<file path="src/rtl/pisa_pkg.sv">
// Shared PISA definitions: default widths, the HALT encoding and the fetch FSM states.
package pisa_pkg;

  localparam int unsigned DATA_WIDTH_DEF    = 20;
  localparam int unsigned ADDRESS_WIDTH_DEF = 8;
  localparam int unsigned MEM_SIZE_DEF      = 256;

  localparam logic [DATA_WIDTH_DEF-1:0] HALT_INSTR_DEF = 20'hFFFFF;

  typedef enum logic [1:0] {
    FS_RUN   = 2'd0,
    FS_HALT  = 2'd1,
    FS_FAULT = 2'd2
  } fetch_state_t;

endpackage

</file>
<file path="src/rtl/fetch_stage_if_id_reg.sv">
// IF/ID pipeline register: squash clears valid, hold freezes everything, load captures a new fetch.
module if_id_reg
  import pisa_pkg::*;
#(
  parameter int unsigned DATA_WIDTH    = DATA_WIDTH_DEF,
  parameter int unsigned ADDRESS_WIDTH = ADDRESS_WIDTH_DEF
) (
  input  logic                     clk,
  input  logic                     rst_n,
  input  logic                     hold,
  input  logic                     squash,
  input  logic                     load,
  input  logic [DATA_WIDTH-1:0]    instr_in,
  input  logic [ADDRESS_WIDTH-1:0] pc_in,
  output logic [DATA_WIDTH-1:0]    instr,
  output logic [ADDRESS_WIDTH-1:0] pc,
  output logic                     valid
);

  logic [DATA_WIDTH-1:0]    instr_q, instr_d;
  logic [ADDRESS_WIDTH-1:0] pc_q, pc_d;
  logic                     valid_q, valid_d;

  // Squash only drops valid; the stale instr/pc are kept so a debugger still sees the last fetch.
  always_comb begin
    // NOTE: every always_comb output gets a default first, so no path can leave it unassigned and infer a latch.
    instr_d = instr_q;
    pc_d    = pc_q;
    valid_d = valid_q;
    if (squash) begin
      valid_d = 1'b0;
    end else if (!hold && load) begin
      instr_d = instr_in;
      pc_d    = pc_in;
      valid_d = 1'b1;
    end
  end

  // NOTE: sequential state uses non-blocking assignments so all flops update together at the edge.
  always_ff @(posedge clk or negedge rst_n) begin
    if (!rst_n) begin
      instr_q <= '0;
      pc_q    <= '0;
      valid_q <= 1'b0;
    end else begin
      instr_q <= instr_d;
      pc_q    <= pc_d;
      valid_q <= valid_d;
    end
  end

  assign instr = instr_q;
  assign pc    = pc_q;
  assign valid = valid_q;

endmodule

</file>
<file path="src/rtl/fetch_stage.sv">
// PISA instruction fetch: PC register, next-PC mux, RUN/HALT/FAULT FSM and the IF/ID register.
// Optional performance counters are enabled by defining FETCH_PERF_CNT_EN.
module fetch_stage
  import pisa_pkg::*;
#(
  parameter int unsigned                DATA_WIDTH    = DATA_WIDTH_DEF,
  parameter int unsigned                ADDRESS_WIDTH = ADDRESS_WIDTH_DEF,
  parameter int unsigned                MEM_SIZE      = MEM_SIZE_DEF,
  parameter logic [ADDRESS_WIDTH-1:0]   RESET_PC      = '0,
  parameter logic [DATA_WIDTH-1:0]      HALT_INSTR    = HALT_INSTR_DEF
) (
  input  logic                     clk,
  input  logic                     rst_n,
  input  logic                     stall,
  input  logic                     redirect,
  input  logic [ADDRESS_WIDTH-1:0] redirect_pc,
  output logic [ADDRESS_WIDTH-1:0] imem_addr,
  input  logic [DATA_WIDTH-1:0]    imem_instr,
  output logic [DATA_WIDTH-1:0]    if_id_instr,
  output logic [ADDRESS_WIDTH-1:0] if_id_pc,
  output logic                     if_id_valid,
  output logic                     halted,
  output logic                     fault
`ifdef FETCH_PERF_CNT_EN
  ,
  output logic [31:0]              perf_fetch_cnt,
  output logic [31:0]              perf_stall_cnt
`endif
);

  // One extra bit so MEM_SIZE == 2^ADDRESS_WIDTH is representable and never faults.
  localparam logic [ADDRESS_WIDTH:0] MEM_LIMIT = (ADDRESS_WIDTH+1)'(MEM_SIZE);

  fetch_state_t             state_q, state_d;
  logic [ADDRESS_WIDTH-1:0] pc_q, pc_d;
  logic                     ifid_hold, ifid_squash, ifid_load;

  always_comb begin
    state_d     = state_q;
    pc_d        = pc_q;
    ifid_hold   = 1'b0;
    ifid_squash = 1'b0;
    ifid_load   = 1'b0;
    if (redirect) begin
      pc_d        = redirect_pc;
      state_d     = FS_RUN;
      ifid_squash = 1'b1;
    end else if (stall) begin
      ifid_hold = 1'b1;
    end else begin
      unique case (state_q)
        FS_RUN: begin
          if ({1'b0, pc_q} >= MEM_LIMIT) begin
            state_d     = FS_FAULT;
            ifid_squash = 1'b1;
          end else begin
            ifid_load = 1'b1;
            if (imem_instr == HALT_INSTR) begin
              state_d = FS_HALT;
            end else begin
              pc_d = pc_q + ADDRESS_WIDTH'(1);
            end
          end
        end
        default: ifid_squash = 1'b1;
      endcase
    end
  end

  always_ff @(posedge clk or negedge rst_n) begin
    if (!rst_n) begin
      state_q <= FS_RUN;
      pc_q    <= RESET_PC;
    end else begin
      state_q <= state_d;
      pc_q    <= pc_d;
    end
  end

  if_id_reg #(
    .DATA_WIDTH    (DATA_WIDTH),
    .ADDRESS_WIDTH (ADDRESS_WIDTH)
  ) u_if_id_reg (
    .clk      (clk),
    .rst_n    (rst_n),
    .hold     (ifid_hold),
    .squash   (ifid_squash),
    .load     (ifid_load),
    .instr_in (imem_instr),
    .pc_in    (pc_q),
    .instr    (if_id_instr),
    .pc       (if_id_pc),
    .valid    (if_id_valid)
  );

  assign imem_addr = pc_q;
  assign halted    = (state_q == FS_HALT);
  assign fault     = (state_q == FS_FAULT);

`ifdef FETCH_PERF_CNT_EN
  logic [31:0] fetch_cnt_q, fetch_cnt_d;
  logic [31:0] stall_cnt_q, stall_cnt_d;

  // ifid_load is only raised on edges that actually write a valid instruction into IF/ID.
  always_comb begin
    fetch_cnt_d = fetch_cnt_q;
    stall_cnt_d = stall_cnt_q;
    if (ifid_load)          fetch_cnt_d = fetch_cnt_q + 32'd1;
    if (stall && !redirect) stall_cnt_d = stall_cnt_q + 32'd1;
  end

  always_ff @(posedge clk or negedge rst_n) begin
    if (!rst_n) begin
      fetch_cnt_q <= '0;
      stall_cnt_q <= '0;
    end else begin
      fetch_cnt_q <= fetch_cnt_d;
      stall_cnt_q <= stall_cnt_d;
    end
  end

  assign perf_fetch_cnt = fetch_cnt_q;
  assign perf_stall_cnt = stall_cnt_q;
`endif

endmodule

</file>
<file path="config.mk">
export PLATFORM = sky130hd
export DESIGN_NAME = fetch_stage
export DESIGN_NICKNAME = d
export VERILOG_FILES = /design/src/rtl/pisa_pkg.sv /design/src/rtl/fetch_stage_if_id_reg.sv /design/src/rtl/fetch_stage.sv
export SDC_FILE = /design/constraint.sdc
export NUM_CORES = 1
export LEC_CHECK = 0
export CAP_MARGIN = 20
export CORE_MARGIN = 2
export CORE_UTILIZATION = 50
export CTS_CLUSTER_DIAMETER = 40
export CTS_CLUSTER_SIZE = 30
export DETAILED_ROUTE_END_ITERATION = 8
export DONT_BUFFER_PORTS = 1
export GPL_TIMING_DRIVEN = 1
export PLACE_DENSITY = 0.73
export SLEW_MARGIN = 10
export SYNTH_ARGS = -nofsm -noshare
export SYNTH_HDL_FRONTEND = slang
export SYNTH_SLANG_ARGS = --single-unit
</file>
<file path="constraint.sdc">
create_clock -name clk -period 2.8 [get_ports clk]
set_input_delay 0.28 -clock clk [delete_from_list [all_inputs] [get_ports clk]]
set_output_delay 0.28 -clock clk [all_outputs]
set_load 0.03 [all_outputs]
</file>
Word-level counts from Yosys, hierarchy flattened. Index checks and enable logic that the tools add are counted.

Flip-flop bits (word level): 39. Word-level logic and storage cells: 39.

$add $sub $neg: 1. Reduce and logical (&&, ||, !) cells: 9. Mux-type cells: 18. Equal/unequal tests: 5. Bitwise operators: 1.

Operators with widths (number): $mux 8 (4); $eq 20x20->1 const B (1); $mux 1 (10); $add 8x1->8 const B (1); $mux 2 (4); $reduce_and 3->1 (2); $reduce_bool 2->1 (3); $eq 2x1->1 const B (1); $eq 2x2->1 const B (1); $logic_not 2->1 (1); $ne 2x1->1 const B (1); $ne 2x2->1 const B (1); $reduce_and 2->1 (1); $logic_and 1x1->1 (1); $logic_not 1->1 (1); $not 1->1 (1).

Depth between registers and ports, before layout. Gate-level depths: netlist (run 1).

Depth after elaboration: 7. Depth in mapped cells: 5.

By module. Synthesis (run 1) repeated with hierarchy kept, for this count alone.

Cells, all modules: 129. Area total of the unflattened synthesis: 1784.2 um2.

By module, submodules not included: if_id_reg (cells an instance 64, times used 1, area each 1196.1 um2); fetch_stage (cells an instance 65, times used 1, area each 588.1 um2).

Least setup slack after synthesis (run 1). No wires, ideal clock.

Path kind: flip-flop to flip-flop. Start point: register pc_q[6], in the netlist imem_addr[6]. End point: register pc_q[7], in the netlist imem_addr[7]. Period minus slack after synthesis: 1.743 ns. Path slack: 1.057 ns. Stages on the path, launching flop included: 5. Setup time: 0.133 ns. Arrival: 1.610 ns. Cell sequence: dfrtp_1 -> clkinv_1 -> or4_4 -> a2111oi_4 -> a211oi_1.

Cells in the longest elaborated chain, start to end: 5.

Ends and longest elaborated chain: from (decl) (RTL line fetch_stage.sv:35) `logic [ADDRESS_WIDTH-1:0] pc_q, pc_d;`; from (signal assigned) (RTL line fetch_stage.sv:76) `pc_q <= pc_d;`; $add 8x1->8 (RTL line fetch_stage.sv:61) `pc_d = pc_q + ADDRESS_WIDTH'(1);`; $mux 8 (RTL line fetch_stage.sv:58) `if (imem_instr == HALT_INSTR) begin`; $mux 8 (RTL line fetch_stage.sv:51) `unique case (state_q)`; $mux 8 (RTL line fetch_stage.sv:48) `end else if (stall) begin`; $mux 8 (RTL line fetch_stage.sv:44) `if (redirect) begin`.

Every way passes these cells. The select of a mux whose other input is x is not followed. A chain may end at the register's enable or synchronous reset.

Worst setup path after layout (run 1).
Start point: register state_q[0]. End point: register pc_q[1], in the netlist imem_addr[1].

Cells in the longest elaborated chain, start to end: 3.

Ends and longest elaborated chain: from (decl) (RTL line fetch_stage.sv:34) `fetch_state_t state_q, state_d;`; from (signal assigned) (RTL line fetch_stage.sv:75) `state_q <= state_d;`; $logic_not 2->1 (RTL line fetch_stage.sv:51); $reduce_bool 2->1 (no line); $reduce_and 3->1 (no line).

Every way passes these cells.

==> results.yml, run 1 <==
layout:
  drive_above_1_share: 0.293
  finalInstanceArea_um2: 1880
  fin_nets: 180
  layout_common_cells: "38 x dfrtp_1, 27 x mux2_2, 10 x nor2_1"
  fillers: 301
  seqCellArea_um2: 951
  area_growth_pct: 7.11
  final_common_cell: "dfrtp_1"
  multi_input_area_um2: 749
  diodes: 0
sta:
  tns_ns: 0
  finalHoldViolCount: 0
  finalSetupViolCount: 0
  whs_ns: 0.0879
  final.setup.worst_slack_ns: 0.896
  period_needed_ns: 1.90
  period_share: 0.680
  fmax_ghz: 0.525
  worst_slew_pin_slew_ns: 0.623
  rsz0062_at_grt: "false"
  maxSlewViolCount: 0
  slew-limit-headroom: 0.583
  clock-skew-final_ns: 0.00416
power_and_ir_drop:
  leakagePower_nw: 0.780
  max-vdd-ir-drop_mv: 0.426
  powerDensity_nw_per_um2: 708
  total_power_w: 0.00133
placement:
  hpwl_mm: 2.61
  gp_congestion: 0.882
  placed_cell_area_um2: 1800
  pre_cts_ws_ns: 0.931
  portBuffers: 0
clocking:
  clkTransAtPathRegs_ns: 0.10
  clockRootBuffer: "clkbuf_4"
  clkLatencyLatePin_ns: 0.33
  clock-sinks: 38
  numCtsBuffers: 5
  clock_path_buffers: 2
  cts_setup_buffers: 0
  tritoncts: "built"
  cts_max_level: 2
  hold_buffers: 3
  cts_resized: 0
hold_path:
  hold_end: "u_if_id_reg.instr[0]$_DFFE_PN0P_"
  worstHoldPathType: "primary input to register"
  whs_path_depth: 1
  hp-start: "imem_instr[0]"
floorplanning:
  io_pins: 71
  die-area_um2: 4010
  std_cell_rows: 21
  die_y_um: 63.3
  core_area_um2: 3360
  initial_core_util: 0.523
  die_w_um: 63.3
flow_run:
  cap_violations: 0
critical_path:
  cp-start-kind: "register"
  reg2regPathDepth: 4
  crit_type: "register to register"
  reg2reg_from: "state_q[0]$_DFFE_PN0P_"
  critPathMaxFanout: 6
  crit_arrival_ns: 2.12
  critPathRequiredTime_ns: 3.02
  critPathLaunch: "state_q[0]$_DFFE_PN0P_"
  r2r_slack_ns: 0.90
  r2r-end: "imem_addr[1]$_DFFE_PN0P_"
  end_kind: "register"
detailed_routing:
  wl_per_cell_um: 18.7
  drc: 0
  dr.first_iter.drc_count: 55
  vias: 1151
  ant_nets: 0
  drt-total-wl_mm: 3.61
  viasPerCell: 5.96
  first_pass_iters: 4
status:
  status: "finished, final reports clean"
global_routing:
  grt_first_pass_wirelength_mm: 5.95
  grtUsageTotal: 0.195
  grt_antenna_before_repair: 0
  grt_max_degree: 39
  grt_pass1_vias: 1241
  overflow: 0
synthesis:
  seq_area_frac_synth: 0.541
  synth.avg_cell_area_um2: 12.4
  syn_inst: 142
  synthDistinctLibCells: 35
  ys_seq_elements: 38
  syn_nets: 175
  syn-cell-area_um2: 1760
  yosys_warnings: 0
[per-stage QoR]
step / cells / util
global route: 193 / 0.560
detailed placement: 183 / 0.535
finish: 193 / 0.560
floorplan: 142 / -
CTS: 193 / 0.560
global placement: 183 / 0.535
[sequential cells by signal, summed over array words and instances (netlist names)]
register           cells
imem_addr              8
state_q                1
u_if_id_reg.instr     20
u_if_id_reg.pc         8
u_if_id_reg.valid      1
[final cells by class]
class / instances / share of cell area
Inverter: 9 / 0.0179
Multi-Input combinational cell: 89 / 0.398
Sequential cell: 38 / 0.505
Clock buffer: 7 / 0.0239
Tap cell: 46 / 0.0305
Timing Repair Buffer: 4 / 0.0252
[how the worst max path moves through the flow]
stage	to	slack (ns)	depth (start not counted)
3_3_place_gp	imem_addr[7]$_DFFE_PN0P_	1.00	4
4_1_cts	imem_addr[1]$_DFFE_PN0P_	0.90	4
2_1_floorplan	imem_addr[7]$_DFFE_PN0P_	1.06	4
6_report	imem_addr[1]$_DFFE_PN0P_	0.90	4
5_1_grt	imem_addr[7]$_DFFE_PN0P_	0.80	4
3_5_place_dp	imem_addr[1]$_DFFE_PN0P_	0.93	4
[per-layer routing]
metal,GRT usage,wire length (µm)
met1,0.221,1370
met2,0.331,1870
met3,0.0661,319
met4,0.0897,49
met5,0,0
[power breakdown]
part,switching [W],leakage [nW],internal (W)
Sequential,0.000269,0.453,0.000636
Clock,0.000160,0.0254,0.0000947
Combinational,0.0000767,0.302,0.0000973
[critical path: stages, from the launching register on]
cell and delay [ns]:
dfrtp_1 0.61, nor2_1 0.15, nor2_1 0.51, a21oi_2 0.16
mux2_1 0.36
[cell families (layout without fill, tap and decap cells)]
group / after synthesis / after routing / share of synthesized area
muxes: 29 / 29 / 0.186
buffers and inverters: 15 / 20 / 0.0370
adders and majority gates: 1 / 1 / 0.00711
AOI/OAI and AO/OA: 24 / 24 / 0.116
DFF: 38 / 38 / 0.541
other: 1 / 1 / 0.00213
and+or+nand+nor: 34 / 34 / 0.112
[cell usage after synthesis]
cell       number  area (µm²)
nand3_2         1        10.0
a21oi_2         1        8.76
nand3_1         5        25.0
o2bb2ai_1       1        8.76
a31oi_1         1        6.26
clkinv_1        1        3.75
conb_1          1        3.75
o21ai_0         4        20.0
mux2_2         27         304
nor3_2          1        10.0
o221a_2         2        22.5
nand4_1         4        25.0
or4_4           1        11.3
and3_1          2        12.5
buf_4           1        7.51
nor4_4          1        21.3
buf_2           4        20.0
o22ai_1         1        6.26
a22o_1          1        8.76
a2111oi_4       1        27.5
mux2_1          2        22.5
inv_1           8        30.0
a21oi_1         2        10.0
a211oi_1        4        30.0
nor3b_2         1        12.5
dfrtp_1        38         951
a221o_1         2        20.0
clkbuf_1        1        3.75
a21o_1          1        7.51
a32o_1          1        10.0
nor3_1          1        5.00
a311oi_1        2        17.5
nand2_1         7        26.3
nor2_1         10        37.5
ha_1            1        12.5
Note: power is estimated with default switching activity, not from simulation.
==> run 2, diff against run 1 <==
==> constraint.sdc (replaced) <==
create_clock -name clk -period 1.9 [get_ports clk]
set_input_delay 0.19 -clock clk [delete_from_list [all_inputs] [get_ports clk]]
set_output_delay 0.19 -clock clk [all_outputs]
set_load 0.03 [all_outputs]
==> results.yml, run 2 (same netlist as run 1, synthesis figures left out) <==
critical_path:
  cp-start-kind: "register"
  critPathRequiredTime_ns: 2.13
  critPathMaxFanout: 6
  critPathLaunch: "state_q[0]$_DFFE_PN0P_"
  end_kind: "register"
  crit_arrival_ns: 1.82
  reg2reg_from: "state_q[0]$_DFFE_PN0P_"
  reg2regPathDepth: 4
  r2r-end: "imem_addr[1]$_DFFE_PN0P_"
  endpoint: "imem_addr[1]$_DFFE_PN0P_"
  crit_type: "register to register"
  r2r_slack_ns: 0.31
layout:
  layout_common_cells: "38 x dfrtp_1, 27 x mux2_2, 23 x dlygate4sd3_1"
  finalInstanceArea_um2: 2200
  drive_above_1_share: 0.309
  largest_reg_flops: 20
  fin_nets: 210
  area_growth_pct: 25.0
  fillers: 283
  diodes: 0
  final_common_cell: "dfrtp_1"
clocking:
  cts_resized: 0
  numCtsBuffers: 5
  clkLatencyLatePin_ns: 0.35
  clock_path_buffers: 2
  clockRootBuffer: "clkbuf_4"
  clkTransAtPathRegs_ns: 0.12
  clock-sinks: 38
  tritoncts: "built"
  cts_max_level: 2
sta:
  maxSlewViolCount: 0
  finalHoldViolCount: 0
  period_needed_ns: 1.59
  rsz0062_at_grt: "false"
  tns_ns: 0
  clock-skew-final_ns: 0.00787
  slew-limit-headroom: 0.649
  fmax_ghz: 0.630
  period_share: 0.835
  worst_slew_pin_slew_ns: 0.524
  final.setup.worst_slack_ns: 0.313
  finalSetupViolCount: 0
detailed_routing:
  first_pass_iters: 6
  dr.first_iter.drc_count: 41
  drt-total-wl_mm: 3.97
  wl_per_cell_um: 17.7
  drc: 0
  viasPerCell: 5.90
  vias: 1321
  ant_nets: 0
placement:
  hpwl_mm: 2.82
  gp_congestion: 0.864
  portBuffers: 0
  pre_cts_ws_ns: 0.327
  placed_cell_area_um2: 1870
floorplanning:
  die-area_um2: 4010
  die_w_um: 63.3
  initial_core_util: 0.523
  std_cell_rows: 21
  die_y_um: 63.3
  io_pins: 71
  core_area_um2: 3360
global_routing:
  grt_first_pass_wirelength_mm: 6.59
  grtUsageTotal: 0.217
  gr-usage-met3: 0.0732
  grt_pass1_vias: 1430
  grt_max_degree: 39
  met1_usage: 0.231
  overflow: 0
  grtUsageMet2: 0.398
  gr-max-usage-layer: "met2"
  grt_antenna_before_repair: 0
power_and_ir_drop:
  powerDensity_nw_per_um2: 1010
  leakagePower_nw: 0.926
  max-vdd-ir-drop_mv: 0.592
status:
  status: "finished, final reports clean"
flow_run:
  cap_violations: 0
hold_path:
  worstHoldPathType: "primary input to register"
-- run 2: repair_timing --
action	CTS	global route
endpoints found under the hold margin	57	2
hold buffers	22	2
buffers inserted	0	0
endpoints found under the setup margin	0	0
-- run 2: metrics by stage --
step | util | power, W | cells | hold slack [ns]
floorplan | - | 0.00153 | 142 | -0.106
global placement | 0.555 | 0.00162 | 192 | -0.105
detailed placement | 0.555 | 0.00164 | 192 | -0.105
CTS | 0.648 | 0.00224 | 222 | 0.00162
global route | 0.654 | 0.00234 | 224 | 0.0148
finish | 0.654 | 0.00223 | 224 | 0.0220
-- run 2: worst max-delay path: stages (launching register included) --
cell and delay [ns]:
dfrtp_1 0.45, nor2_1 0.21, nor2_1 0.17, a21oi_2 0.28, mux2_1 0.36
-- run 2: how the worst min path moves through the flow --
stage / start / end / slack (ns) / depth (start not counted)
5_1_grt: redirect / imem_addr[3]$_DFFE_PN0P_ / 0.01 / 2
3_3_place_gp: rst_n / u_if_id_reg.instr[0]$_DFFE_PN0P_ / -0.10 / 0
2_1_floorplan: rst_n / imem_addr[0]$_DFFE_PN0P_ / -0.11 / 0
6_report: redirect / imem_addr[3]$_DFFE_PN0P_ / 0.02 / 2
3_5_place_dp: rst_n / u_if_id_reg.instr[1]$_DFFE_PN0P_ / -0.10 / 0
4_1_cts: imem_instr[3] / u_if_id_reg.instr[3]$_DFFE_PN0P_ / 0.002 / 1
-- run 2: layer usage --
layer  up-vias  wire (µm)
li1        590          -
met5         -          0
met1       667       1440
met2        54       2160
met3        10        285
met4         0         79
-- run 2: area by class of cell --
cell class	instances	area [µm²]	share of cell area
multi-input cells	89	749	0.341
inverters	9	33.8	0.0154
flip-flops and latches	38	951	0.432
well taps	46	57.6	0.0262
clock inverters	3	45.0	0.0205
repair buffers	34	325	0.148
clock buffers	5	37.5	0.0171
-- run 2: where the power goes --
part           total, W  internal [W]  switching [W]
clock          0.000552      0.000276       0.000276
sequential      0.00126      0.000939       0.000320
combinational  0.000417      0.000206       0.000211
==> run 3, diff against run 2 <==
==> constraint.sdc (replaced) <==
create_clock -name clk -period 1.7 [get_ports clk]
set_input_delay 0.17 -clock clk [delete_from_list [all_inputs] [get_ports clk]]
set_output_delay 0.17 -clock clk [all_outputs]
set_load 0.03 [all_outputs]
==> results.yml, run 3 (same netlist as run 1, synthesis figures left out) <==
detailed_routing:
  drc: 0
  wl_per_cell_um: 17.6
  viasPerCell: 5.74
  drt-total-wl_mm: 4.01
  vias: 1309
  dr.first_iter.drc_count: 51
  first_pass_iters: 4
  ant_nets: 0
power_and_ir_drop:
  p_clk_frac: 0.187
  switching_share: 0.372
  p_comb_frac: 0.210
  internal_power_w: 0.00145
  max-vdd-ir-drop_mv: 0.741
  p_seq_frac: 0.604
  leakagePower_nw: 0.931
  powerDensity_nw_per_um2: 1050
  switchingPower_w: 0.000860
sta:
  finalHoldViolCount: 0
  rsz0062_at_grt: "false"
  finalSetupViolCount: 0
  period_needed_ns: 1.53
  maxSlewViolCount: 0
  clock-skew-final_ns: 0.0137
  tns_ns: 0
  period_share: 0.899
  whs_ns: 0.0248
  fmax_ghz: 0.654
clocking:
  clkTransAtPathRegs_ns: 0.11
  clockRootBuffer: "clkbuf_4"
  tritoncts: "built"
  cts_max_level: 2
  clock-sinks: 38
  cts_resized: 0
  clkLatencyLatePin_ns: 0.34
  clock_path_buffers: 2
  numCtsBuffers: 5
global_routing:
  overflow: 0
  grt_antenna_before_repair: 0
  grt_first_pass_wirelength_mm: 6.81
  grt_max_degree: 39
  grtUsageTotal: 0.221
  grt_pass1_vias: 1443
floorplanning:
  core_area_um2: 3360
  die_y_um: 63.3
  die-area_um2: 4010
  std_cell_rows: 21
  die_w_um: 63.3
  initial_core_util: 0.523
  io_pins: 71
critical_path:
  cp-start-kind: "register"
  critPathMaxFanout: 2
  critPathBufInv: 1
  crit_type: "register to register"
  end_kind: "register"
  slowest_delay_ns: 0.56
  critPathRequiredTime_ns: 1.92
  cp_cell_sequence: "clkinv_1, or4_4, a2111oi_4, a211oi_1"
  crit_arrival_ns: 1.75
  cpMaxStageDelayCell: "or4_4"
  cpLargestDelayFamily: "simple AND/OR/NAND/NOR gates"
placement:
  place_inst: 196
  placed_cell_area_um2: 1900
  portBuffers: 0
  gp_congestion: 0.929
  hpwl_mm: 2.88
layout:
  final_util: 0.654
  final_common_cell: "dfrtp_1"
  finalInstanceArea_um2: 2200
  diodes: 0
  fin_cells: 228
  area_growth_pct: 25.1
  drive_above_1_share: 0.330
  largest_reg_flops: 20
  fin_nets: 214
  layout_common_cells: "34 x dfrtp_1, 27 x mux2_2, 23 x dlygate4sd3_1"
hold_path:
  worstHoldPathType: "primary input to register"
flow_run:
  cap_violations: 0
status:
  status: "finished, final reports clean"
## run 3: cell count changes in the layout (fill, tap and decap cells not counted)
cell,before,now
clkinvlp_4,2,0
bufinv_16,1,0
buf_4,10,14
dfrtp_2,0,4
dfrtp_1,38,34
clkbuf_1,0,3
## run 3: area by class of cell
type | instances | area (µm²)
tap | 46 | 57.6
multi-input combinational | 89 | 749
timing repair buffer | 38 | 355
clock buffer | 8 | 48.8
sequential | 38 | 956
fill | 273 | 1160
inverter | 9 | 33.8
## run 3: final timing paths
kind,from,end,slack [ns],cells past startpoint
worst max-delay path,imem_addr[6]$_DFFE_PN0P_,imem_addr[7]$_DFFE_PN0P_,0.17,4
worst min-delay path,stall,state_q[0]$_DFFE_PN0P_,0.02,2
worst max register to register,imem_addr[6]$_DFFE_PN0P_,imem_addr[7]$_DFFE_PN0P_,0.17,4
worst min register to register,imem_addr[5]$_DFFE_PN0P_,imem_addr[5]$_DFFE_PN0P_,0.61,2
max in group asynchronous,rst_n,u_if_id_reg.instr[6]$_DFFE_PN0P_,1.21,2
min in group asynchronous,rst_n,imem_addr[3]$_DFFE_PN0P_,0.27,2
## run 3: timing repair
item / CTS / global route
hold buffers: 24 / 0
hold endpoints to repair: 60 / 0
endpoints found under the setup margin: 0 / 0
setup buffers: 0 / 0
## run 3: metrics by stage
step,total power [W],setup slack [ns]
4_1_cts,0.00234,0.172
6_report,0.00231,0.172
5_1_grt,0.00242,0.104
3_5_place_dp,0.00184,0.206
3_3_place_gp,0.00182,0.224
2_1_floorplan,0.00171,0.00165
## run 3: power groups by stage
stage	logic, W	registers [W]	clock network [W]
after floorplan	0.000235	0.00147	0
after detailed placement	0.000422	0.00142	0
after global routing	0.000533	0.00142	0.000472
after CTS	0.000488	0.00140	0.000448
final	0.000485	0.00140	0.000432
after global placement	0.000407	0.00141	0
## run 3: layer usage
metal	vias to the layer above	routed length, µm	GRT usage
li1	599	-	-
met1	633	1400	0.245
met2	65	2160	0.386
met3	12	343	0.0714
met4	0	108	0.103
met5	-	0	0
